===== src/rtl/broadcast_ctrl_pkg.sv =====
// broadcast_ctrl_pkg
// Shared widths, the controller state encoding, the default broadcast cache
// depth and a ceiling-divide helper used to size the SRAM load.
package broadcast_ctrl_pkg;

  localparam int INT8_SIZE       = 8;
  localparam int INT32_SIZE      = 32;
  localparam int MAX_ADDR_WIDTH  = 16;
  localparam int CACHE_DEPTH_DEF = 512;

  typedef enum logic [2:0] {
    ST_IDLE   = 3'd0,
    ST_INIT   = 3'd1,
    ST_LOAD   = 3'd2,
    ST_DRAIN  = 3'd3,
    ST_STREAM = 3'd4,
    ST_DONE   = 3'd5
  } state_t;

  function automatic logic [INT32_SIZE-1:0] ceil_div(input logic [INT32_SIZE-1:0] n,
                                                     input int unsigned d);
    return (n + d - 1) / d;
  endfunction

endpackage


===== src/rtl/broadcast_ctrl_rd_credit.sv =====
// rd_credit_ctr
// Counts SRAM reads in flight and reports whether another read may issue.
// Ports:
//   clk, rst  - clock, async active-high reset
//   clr       - synchronous clear at job launch
//   inc       - a read was issued this cycle
//   dec       - a read returned this cycle
//   cnt       - reads currently outstanding
//   avail     - cnt below MAX_OUT, a new read may issue
module rd_credit_ctr #(
  parameter int MAX_OUT = 4,
  parameter int CW      = $clog2(MAX_OUT + 1)
) (
  input  logic          clk,
  input  logic          rst,
  input  logic          clr,
  input  logic          inc,
  input  logic          dec,
  output logic [CW-1:0] cnt,
  output logic          avail
);

  always_ff @(posedge clk or posedge rst) begin
    if (rst) begin
      cnt <= '0;
    end else if (clr) begin
      cnt <= '0;
    end else begin
      case ({inc, dec})
        2'b10:   cnt <= cnt + CW'(1);
        // a stray return with nothing outstanding must not wrap the count
        2'b01:   if (cnt != '0) cnt <= cnt - CW'(1);
        default: cnt <= cnt;
      endcase
    end
  end

  assign avail = (cnt < CW'(MAX_OUT));

endmodule


===== src/rtl/broadcast_ctrl.sv =====
// broadcast_ctrl
// Loads a broadcast operand from SRAM into the broadcast unit cache, then
// enables the broadcast unit for num_vec output vectors.
// Ports:
//   clk, rst                 - clock, async active-high reset
//   start_i, src_addr_i,
//   num_elem_i, num_vec_i    - job launch and job parameters (latched in IDLE)
//   sram_rd_en_o/addr_o      - SRAM read request
//   sram_rd_valid_i/data_i   - SRAM read return, in issue order
//   bu_*                     - broadcast unit init / cache write / enable
//   out_ready_i              - downstream ready, gates bu_en_o while streaming
//   busy_o, done_o, err_o    - status; done_o pulses, err_o sticky
//   perf_stall_cnt_o,
//   perf_load_cnt_o          - only with BROADCAST_CTRL_PERF_EN defined
//
// state  | meaning
// IDLE   | waiting for start_i
// INIT   | one-cycle broadcast unit init
// LOAD   | issuing SRAM reads, credit limited
// DRAIN  | all reads issued, waiting for the last return
// STREAM | enabling broadcast unit while out_ready_i is high
// DONE   | one-cycle done pulse
module broadcast_ctrl
  import broadcast_ctrl_pkg::*;
#(
  parameter int MAX_VECTOR_SIZE    = 8,
  parameter int CACHE_DEPTH        = CACHE_DEPTH_DEF,
  parameter int RD_MAX_OUTSTANDING = 4
) (
  input  logic                      clk,
  input  logic                      rst,
  input  logic                      start_i,
  input  logic [MAX_ADDR_WIDTH-1:0] src_addr_i,
  input  logic [INT32_SIZE-1:0]     num_elem_i,
  input  logic [INT32_SIZE-1:0]     num_vec_i,
  output logic                      sram_rd_en_o,
  output logic [MAX_ADDR_WIDTH-1:0] sram_rd_addr_o,
  input  logic                      sram_rd_valid_i,
  input  logic [INT8_SIZE*8-1:0]    sram_rd_data_i,
  output logic                      bu_init_o,
  output logic                      bu_valid_o,
  output logic [MAX_ADDR_WIDTH-1:0] bu_addr_o,
  output logic [INT8_SIZE*8-1:0]    bu_data_o,
  output logic                      bu_en_o,
  output logic [INT32_SIZE-1:0]     bu_num_elem_o,
  input  logic                      out_ready_i,
  output logic                      busy_o,
  output logic                      done_o,
`ifdef BROADCAST_CTRL_PERF_EN
  output logic [31:0]               perf_stall_cnt_o,
  output logic [31:0]               perf_load_cnt_o,
`endif
  output logic                      err_o
);

  localparam int AW = MAX_ADDR_WIDTH;
  localparam int CW = $clog2(RD_MAX_OUTSTANDING + 1);

  state_t                state_q, state_d;
  logic [AW-1:0]         src_q;
  logic [INT32_SIZE-1:0] num_elem_q, num_vec_q, words_q;
  logic [INT32_SIZE-1:0] iss_cnt_q, ret_cnt_q, vec_cnt_q;
  logic                  err_q;

  logic                  accept, job_bad, issue, ret, stream_en;
  logic                  last_issue, last_ret, last_vec;
  logic [CW-1:0]         out_cnt;
  logic                  credit_ok;

  assign accept    = (state_q == ST_IDLE) && start_i;
  assign job_bad   = (num_elem_i == '0) || (num_elem_i > INT32_SIZE'(CACHE_DEPTH)) ||
                     (num_vec_i == '0);
  assign issue     = (state_q == ST_LOAD) && credit_ok;
  // returns only count while a load is in progress; anything else is stale
  assign ret       = sram_rd_valid_i && ((state_q == ST_LOAD) || (state_q == ST_DRAIN));
  assign stream_en = (state_q == ST_STREAM) && out_ready_i;

  assign last_issue = issue && (iss_cnt_q == words_q - 32'd1);
  assign last_ret   = ret && (ret_cnt_q == words_q - 32'd1);
  assign last_vec   = stream_en && (vec_cnt_q == num_vec_q - 32'd1);

  rd_credit_ctr #(
    .MAX_OUT (RD_MAX_OUTSTANDING),
    .CW      (CW)
  ) u_rd_credit (
    .clk   (clk),
    .rst   (rst),
    .clr   (accept),
    .inc   (issue),
    .dec   (ret),
    .cnt   (out_cnt),
    .avail (credit_ok)
  );

  always_ff @(posedge clk or posedge rst) begin
    if (rst) begin
      state_q <= ST_IDLE;
    end else begin
      state_q <= state_d;
    end
  end

  always_comb begin
    state_d = state_q;
    case (state_q)
      ST_IDLE:   if (start_i) state_d = job_bad ? ST_DONE : ST_INIT;
      ST_INIT:   state_d = ST_LOAD;
      ST_LOAD:   if (last_issue) state_d = ST_DRAIN;
      // the final return always lands after the final issue, so only DRAIN sees it
      ST_DRAIN:  if (last_ret) state_d = ST_STREAM;
      ST_STREAM: if (last_vec) state_d = ST_DONE;
      ST_DONE:   state_d = ST_IDLE;
      default:   state_d = ST_IDLE;
    endcase
  end

  always_ff @(posedge clk or posedge rst) begin
    if (rst) begin
      src_q      <= '0;
      num_elem_q <= '0;
      num_vec_q  <= '0;
      words_q    <= '0;
      iss_cnt_q  <= '0;
      ret_cnt_q  <= '0;
      vec_cnt_q  <= '0;
      err_q      <= 1'b0;
    end else if (accept) begin
      src_q      <= src_addr_i;
      num_elem_q <= num_elem_i;
      num_vec_q  <= num_vec_i;
      words_q    <= ceil_div(num_elem_i, MAX_VECTOR_SIZE);
      iss_cnt_q  <= '0;
      ret_cnt_q  <= '0;
      vec_cnt_q  <= '0;
      err_q      <= job_bad;
    end else begin
      if (issue)     iss_cnt_q <= iss_cnt_q + 32'd1;
      if (ret)       ret_cnt_q <= ret_cnt_q + 32'd1;
      if (stream_en) vec_cnt_q <= vec_cnt_q + 32'd1;
    end
  end

  assign sram_rd_en_o   = issue;
  assign sram_rd_addr_o = issue ? (src_q + iss_cnt_q[AW-1:0]) : '0;
  assign bu_init_o      = (state_q == ST_INIT);
  assign bu_valid_o     = ret;
  assign bu_data_o      = ret ? sram_rd_data_i : '0;
  assign bu_addr_o      = ret ? AW'(ret_cnt_q * MAX_VECTOR_SIZE) : '0;
  assign bu_en_o        = stream_en;
  assign bu_num_elem_o  = num_elem_q;
  assign busy_o         = (state_q != ST_IDLE);
  assign done_o         = (state_q == ST_DONE);
  assign err_o          = err_q;

`ifdef BROADCAST_CTRL_PERF_EN
  logic [31:0] perf_stall_q, perf_load_q;

  always_ff @(posedge clk or posedge rst) begin
    if (rst) begin
      perf_stall_q <= '0;
      perf_load_q  <= '0;
    end else if (accept) begin
      perf_stall_q <= '0;
      perf_load_q  <= '0;
    end else begin
      if ((state_q == ST_STREAM) && !out_ready_i && (perf_stall_q != '1))
        perf_stall_q <= perf_stall_q + 32'd1;
      if (((state_q == ST_LOAD) || (state_q == ST_DRAIN)) && (perf_load_q != '1))
        perf_load_q <= perf_load_q + 32'd1;
    end
  end

  assign perf_stall_cnt_o = perf_stall_q;
  assign perf_load_cnt_o  = perf_load_q;
`endif

endmodule


===== config.mk =====
export PLATFORM = sky130hd
export DESIGN_NAME = broadcast_ctrl
export DESIGN_NICKNAME = d
export VERILOG_FILES = /design/src/rtl/broadcast_ctrl_pkg.sv /design/src/rtl/broadcast_ctrl_rd_credit.sv /design/src/rtl/broadcast_ctrl.sv
export SDC_FILE = /design/constraint.sdc
export NUM_CORES = 1
export LEC_CHECK = 0
export CAP_MARGIN = 20
export CORE_MARGIN = 1
export CORE_UTILIZATION = 30
export DETAILED_ROUTE_END_ITERATION = 16
export DONT_BUFFER_PORTS = 1
export GPL_TIMING_DRIVEN = 0
export HOLD_SLACK_MARGIN = 0.05
export SLEW_MARGIN = 20
export SYNTH_ARGS = -nofsm -noshare
export SYNTH_HDL_FRONTEND = slang
export SYNTH_HIERARCHICAL = 1
export SYNTH_SLANG_ARGS = --single-unit

===== constraint.sdc =====
create_clock -name clk -period 8.94 [get_ports clk]
set_input_delay 2.235 -clock clk [delete_from_list [all_inputs] [get_ports clk]]
set_output_delay 2.235 -clock clk [all_outputs]
set_load 0.005 [all_outputs]

==> results of run 1 <==
[per-stage QoR]
| step | instances | cell area [sq um] | setup TNS [ns] | power [mW] |
|---|---|---|---|---|
| 2_1_floorplan | 1685 | 13900 | 0 | 2.93 |
| 3_3_place_gp | 2285 | 14600 | -299.98 | 3.49 |
| 3_5_place_dp | 2287 | 14700 | 0 | 3.54 |
| 4_1_cts | 2331 | 15500 | 0 | 4.61 |
| 5_1_grt | 2333 | 15500 | 0 | 4.90 |
| 6_report | 2335 | 15500 | 0 | 4.58 |
[layer usage]
metal / share of wire / wire length (um) / vias to the layer above
li1: - / - / 5808
met1: 0.42 / 19900 / 5861
met2: 0.46 / 21700 / 511
met3: 0.081 / 3790 / 69
met4: 0.031 / 1480 / 0
met5: 0 / 0 / -
[critical path: stages (launching register included)]
cell and delay, ns:
dfrtp_1 0.45, ha_1 0.32, a21o_1 0.16, a21o_1 0.22, a2111oi_0 0.67, o31ai_1 0.23, o211ai_1 0.31, o21ai_0 0.22
a2111oi_0 0.50, nand3b_1 0.26
[layout make-up]
type / instances / area, sq um
multi-input combinational: 1340 / 8040
clock inverter: 15 / 173
clock buffer: 29 / 661
timing repair buffer: 2 / 55.1
sequential: 212 / 5310
fill: 4782 / 30000
buffer: 95 / 370
tap: 600 / 751
inverter: 38 / 150
antenna: 4 / 10.0
[kinds of logic after synthesis]
group                    after synthesis  synth area share
AO/OA/AOI/OAI                        198            0.0925
XOR/XNOR                             232             0.149
adder cells (fa/ha/maj)               22            0.0204
buffers and inverters                133            0.0370
flip-flops                           212             0.383
multiplexers                          14            0.0103
other                                  1          0.000271
AND/OR/NAND/NOR                      871             0.308
[cell usage in the layout, fill, tap and decap left out, types with 40 or more instances in the layout]
cell / synthesis / layout
nand2_1: 322 / 322
dfrtp_1: 212 / 212
nor2_1: 159 / 159
xor2_1: 115 / 115
xnor2_1: 115 / 115
clkbuf_1: 87 / 89
and2_1: 89 / 89
o21ai_0: 69 / 69
nand3_1: 62 / 62
nand4_1: 42 / 42
nor4_1: 40 / 40
[report_power, final]
part | internal (mW) | switching, mW
sequential | 1.27 | 0.370
clock | 0.618 | 0.426
combinational | 0.743 | 1.16
[sequential cells by signal (all words and copies together), names as in the netlist, 16 cells and up]
signal	count
vec_cnt_q	32
words_q	29
src_q	16
bu_num_elem_o	32
num_vec_q	32
iss_cnt_q	32
ret_cnt_q	32
[path summary, 6_finish.rpt]
path / startpoint / end / slack [ns] / cells after the start
max: src_q[1] / sram_rd_addr_o[15] / 2.82 / 9
min: src_q[3] / src_q[3] / 0.49 / 2
max reg2reg: words_q[9] / state_q[0] / 4.42 / 10
min reg2reg: src_q[3] / src_q[3] / 0.49 / 2
max in group asynchronous: rst / ret_cnt_q[26] / 6.26 / 3
min in group asynchronous: rst / u_rd_credit/cnt[1] / 1.45 / 1
==> impl_metrics.csv, run 1 <==
group,metric,value,unit
synth,synth.avg_cell_area,8.23,sq um
synth,yosysMostFrequentCell,"nand2_1",
synth,ys_seq_area_frac,0.383,
timing,maxSlewViolCount,0,
floorplan,ioPinCount,284,
finish,fin_util,0.341,
clock_network,ctsHtreeMaxLevel,1,
timing,finalCritPeriodShare,0.685,
timing,hold_viol,0,
timing,whs,0.487,ns
critical_path,cp-end-kind,"primary output",
clock_network,tritoncts,"yes",
timing,tightest_slew,1.10,ns
clock_network,cts_buffers,25,
detailed_routing,first_pass_iters,5,
synth,syn_inst,1683,
critical_path,arrival,3.89,ns
critical_path,crit_type,"flop to primary output",
placement,portBuffers,0,
global_route,grt_use_met1,0.251,
detailed_routing,route.detailed.drc,0,
synth,synth_flop_cell,"dfrtp_1",
timing,max_clock_freq,0.163,GHz
floorplan,dieArea,47000,sq um
detailed_routing,viasPerCell,5.25,
clock_network,clkTransAtPathRegs,0.06,ns
clock_network,clk_latency,0.54,ns
timing,layout_setup_ws,2.82,ns
placement,gp_congestion,0.903,
clock_network,postCtsResizedCells,0,
global_route,top_usage_layer,"met2",
detailed_routing,drt_iter0_drc,894,
timing,max_slew_margin,0.258,
detailed_routing,drt_wl_total,46900,um
global_route,track_usage,0.197,
placement,dpl_worst_slack,2.77,ns
placement,dp_hpwl,37300,um
hold_path,min_path_type,"flop to flop",
synth,synth.distinct_cells,75,
power_and_ir_drop,power.density,295,nW/um^2
floorplan,coreArea,45500,sq um
flow_run,cap_violations,0,
global_route,grt_util_met3,0.0436,
detailed_routing,vias,12200,
synth,yosysWarnings,6,
timing,finalSetupViolations,0,
floorplan,start_util,0.305,
timing,rsz0062_at_grt,"no",
floorplan,die_h,217,um
synth,yosys.area.top_type_share,0.383,
detailed_routing,post_drt_wl_per_cell,20.1,um
synth,synthArstFlopShare,1.00,
clock_network,clk_path_buf_depth,3,
global_route,grt_max_degree,97,
power_and_ir_drop,p_leak,6.60,nW
finish,final_layout_size_suffix_gt1_frac,0.0416,
floorplan,rows,78,
global_route,antenna_found_initial,5,
synth,synth_edf_count,0,
synth,yosys_register_bits,212,
synth,synth.largest_area_cell,"dfrtp_1",
floorplan,dieWidth,217,um
finish,nets,1885,
detailed_routing,final_antenna_net_count,0,
global_route,grt_pass1_vias,12000,
run_status,status,"finished, final reports clean",
global_route,grt_overflow,0,
clock_network,clockRootBuffer,"clkbuf_16",
synth,netlist_area,13900,sq um
timing,period_needed,6.12,ns
finish,area_delta_synth_final,12.0,%
critical_path,critPathRequiredTime,6.71,ns
global_route,grtUsageMet2,0.329,
clock_network,cts_setup_buffers,0,
clock_network,clock-sinks,212,
global_route,grt_pass1_wl,71500,um
synth,synth.area.top_cells,"dfrtp_1, nand2_1, xnor2_1",
synth,synthTopCellsByCount,"nand2_1, dfrtp_1, nor2_1, xnor2_1, xor2_1",
clock_network,cts_hold_buf,0,
power_and_ir_drop,peakVddDrop,190,uV
timing,finalClockSkew,0.0169,ns
critical_path,cp-start-kind,"flop",
critical_path,path_max_fanout,3,
Power figures use the tool's default switching activity.
==> run 2, diff against run 1 <==
clock period = 5.5 ns   (was 8.94 ns; I/O delays follow)
==> run 2 against run 1 <==
Routed wire length up 0.14%. Clock power up 62%. Utilization up 0.19 points. Sequential power up 62%. Register-to-register slack worse by 3.6 ns. Worst hold slack better by 0.0058 ns.
==> impl_metrics.csv, run 2 (synthesis results as in run 1) <==
group,metric,value,unit
run_status,status,"finished, final reports clean",
hold_path,min_path_type,"flop to flop",
detailed_routing,route.detailed.drc,0,
critical_path,path_max_fanout,3,
detailed_routing,viasPerCell,5.21,
timing,finalClockSkew,0.0143,ns
floorplan,dieWidth,217,um
global_route,grt_max_degree,35,
timing,tightest_slew,1.09,ns
timing,rsz0062_at_grt,"no",
clock_network,cts_buffers,25,
finish,area_delta_synth_final,12.6,%
placement,dp_hpwl,37600,um
clock_network,cts_hold_buf,0,
timing,hold_viol,0,
placement,dpl_worst_slack,0.975,ns
clock_network,postCtsResizedCells,0,
timing,finalCritPeriodShare,0.926,
critical_path,critPathRequiredTime,4.12,ns
global_route,track_usage,0.197,
critical_path,arrival,3.72,ns
critical_path,cp-start-kind,"flop",
timing,layout_setup_ws,0.408,ns
clock_network,clk_path_buf_depth,3,
timing,max_clock_freq,0.196,GHz
critical_path,crit_type,"flop to primary output",
placement,gp_congestion,0.923,
clock_network,clkTransAtPathRegs,0.06,ns
power_and_ir_drop,peakVddDrop,254,uV
power_and_ir_drop,p_leak,6.63,nW
timing,tns,0,ns
global_route,grt_pass1_wl,71700,um
floorplan,start_util,0.305,
clock_network,clockRootBuffer,"clkbuf_16",
global_route,antenna_found_initial,11,
critical_path,cp-end-kind,"primary output",
floorplan,coreArea,45500,sq um
global_route,grt_pass1_vias,12100,
timing,whs,0.493,ns
detailed_routing,first_pass_iters,5,
detailed_routing,drt_wl_total,47000,um
floorplan,die_h,217,um
finish,final_layout_size_suffix_gt1_frac,0.0443,
floorplan,ioPinCount,284,
power_and_ir_drop,p_total,7.44,mW
power_and_ir_drop,power.density,477,nW/um^2
timing,max_slew_margin,0.267,
detailed_routing,post_drt_wl_per_cell,20.0,um
clock_network,ctsHtreeMaxLevel,1,
timing,period_needed,5.09,ns
clock_network,clk_latency,0.55,ns
detailed_routing,drt_iter0_drc,815,
floorplan,dieArea,47000,sq um
floorplan,rows,78,
detailed_routing,final_antenna_net_count,0,
placement,portBuffers,0,
detailed_routing,vias,12200,
finish,final_cell_mix,"nand2_1, dfrtp_1, nor2_1, xor2_1, xnor2_1",
timing,maxSlewViolCount,0,
finish,final_common_cell,"nand2_1",
clock_network,tritoncts,"yes",
finish,nets,1890,
timing,finalSetupViolations,0,
global_route,grt_overflow,0,
flow_run,cap_violations,0,
clock_network,cts_setup_buffers,0,
clock_network,clock-sinks,212,
-- run 2: changes by cell type in the layout (fill, tap and decap cells not counted), sizes merged --
cell,before,now
bufinv,3,2
diode,4,10
clkinv,8,6
inv,39,40
clkbuf,116,120
buf,10,15
-- run 2: critical path: stages, from the launching register on --
cell       delay (ns)
dfrtp_1          0.46
ha_1             0.32
a21o_1           0.15
a21o_1           0.22
a2111oi_0        0.60
o31ai_1          0.23
o211ai_1         0.29
o21ai_0          0.23
a2111oi_0        0.39
nand3b_1         0.26
-- run 2: path summary, 6_finish.rpt --
| path | from | to | slack, ns | cells after the start |
|---|---|---|---|---|
| worst min register to register | src_q[2] | src_q[2] | 0.49 | 2 |
| worst min-delay path | src_q[2] | src_q[2] | 0.49 | 2 |
| worst max register to register | words_q[8] | state_q[0] | 0.86 | 10 |
| worst max-delay path | src_q[1] | sram_rd_addr_o[15] | 0.41 | 9 |
| min in group asynchronous | rst | u_rd_credit/cnt[1] | 0.59 | 1 |
| max in group asynchronous | rst | bu_num_elem_o[21] | 3.54 | 6 |
-- run 2: cell type report --
| class | instances | area [sq um] |
|---|---|---|
| Antenna cell | 10 | 25.0 |
| Buffer | 95 | 370 |
| Clock buffer | 33 | 686 |
| Clock inverter | 13 | 131 |
| Fill cell | 4792 | 29900 |
| Inverter | 38 | 146 |
| Multi-Input combinational cell | 1340 | 8050 |
| Sequential cell | 212 | 5310 |
| Tap cell | 600 | 751 |
| Timing Repair Buffer | 7 | 140 |
-- run 2: report_power, final --
group | internal (mW) | switching (mW)
Combinational | 1.21 | 1.88
Clock | 0.976 | 0.708
Sequential | 2.06 | 0.602
Total | 4.25 | 3.19
-- run 2: through the flow --
step | cells | instance area [sq um] | util
2_1_floorplan | 1685 | 13900 | -
3_3_place_gp | 2285 | 14600 | 0.321
3_5_place_dp | 2292 | 14800 | 0.324
4_1_cts | 2338 | 15600 | 0.342
5_1_grt | 2347 | 15600 | 0.343
6_report | 2348 | 15600 | 0.343
-- run 2: layer usage --
metal	vias up	wire [um]	GRT usage
met5	-	0	0
met4	0	1960	0.0869
met3	81	3320	0.0389
met2	476	21600	0.322
met1	5854	20000	0.253
li1	5818	-	-
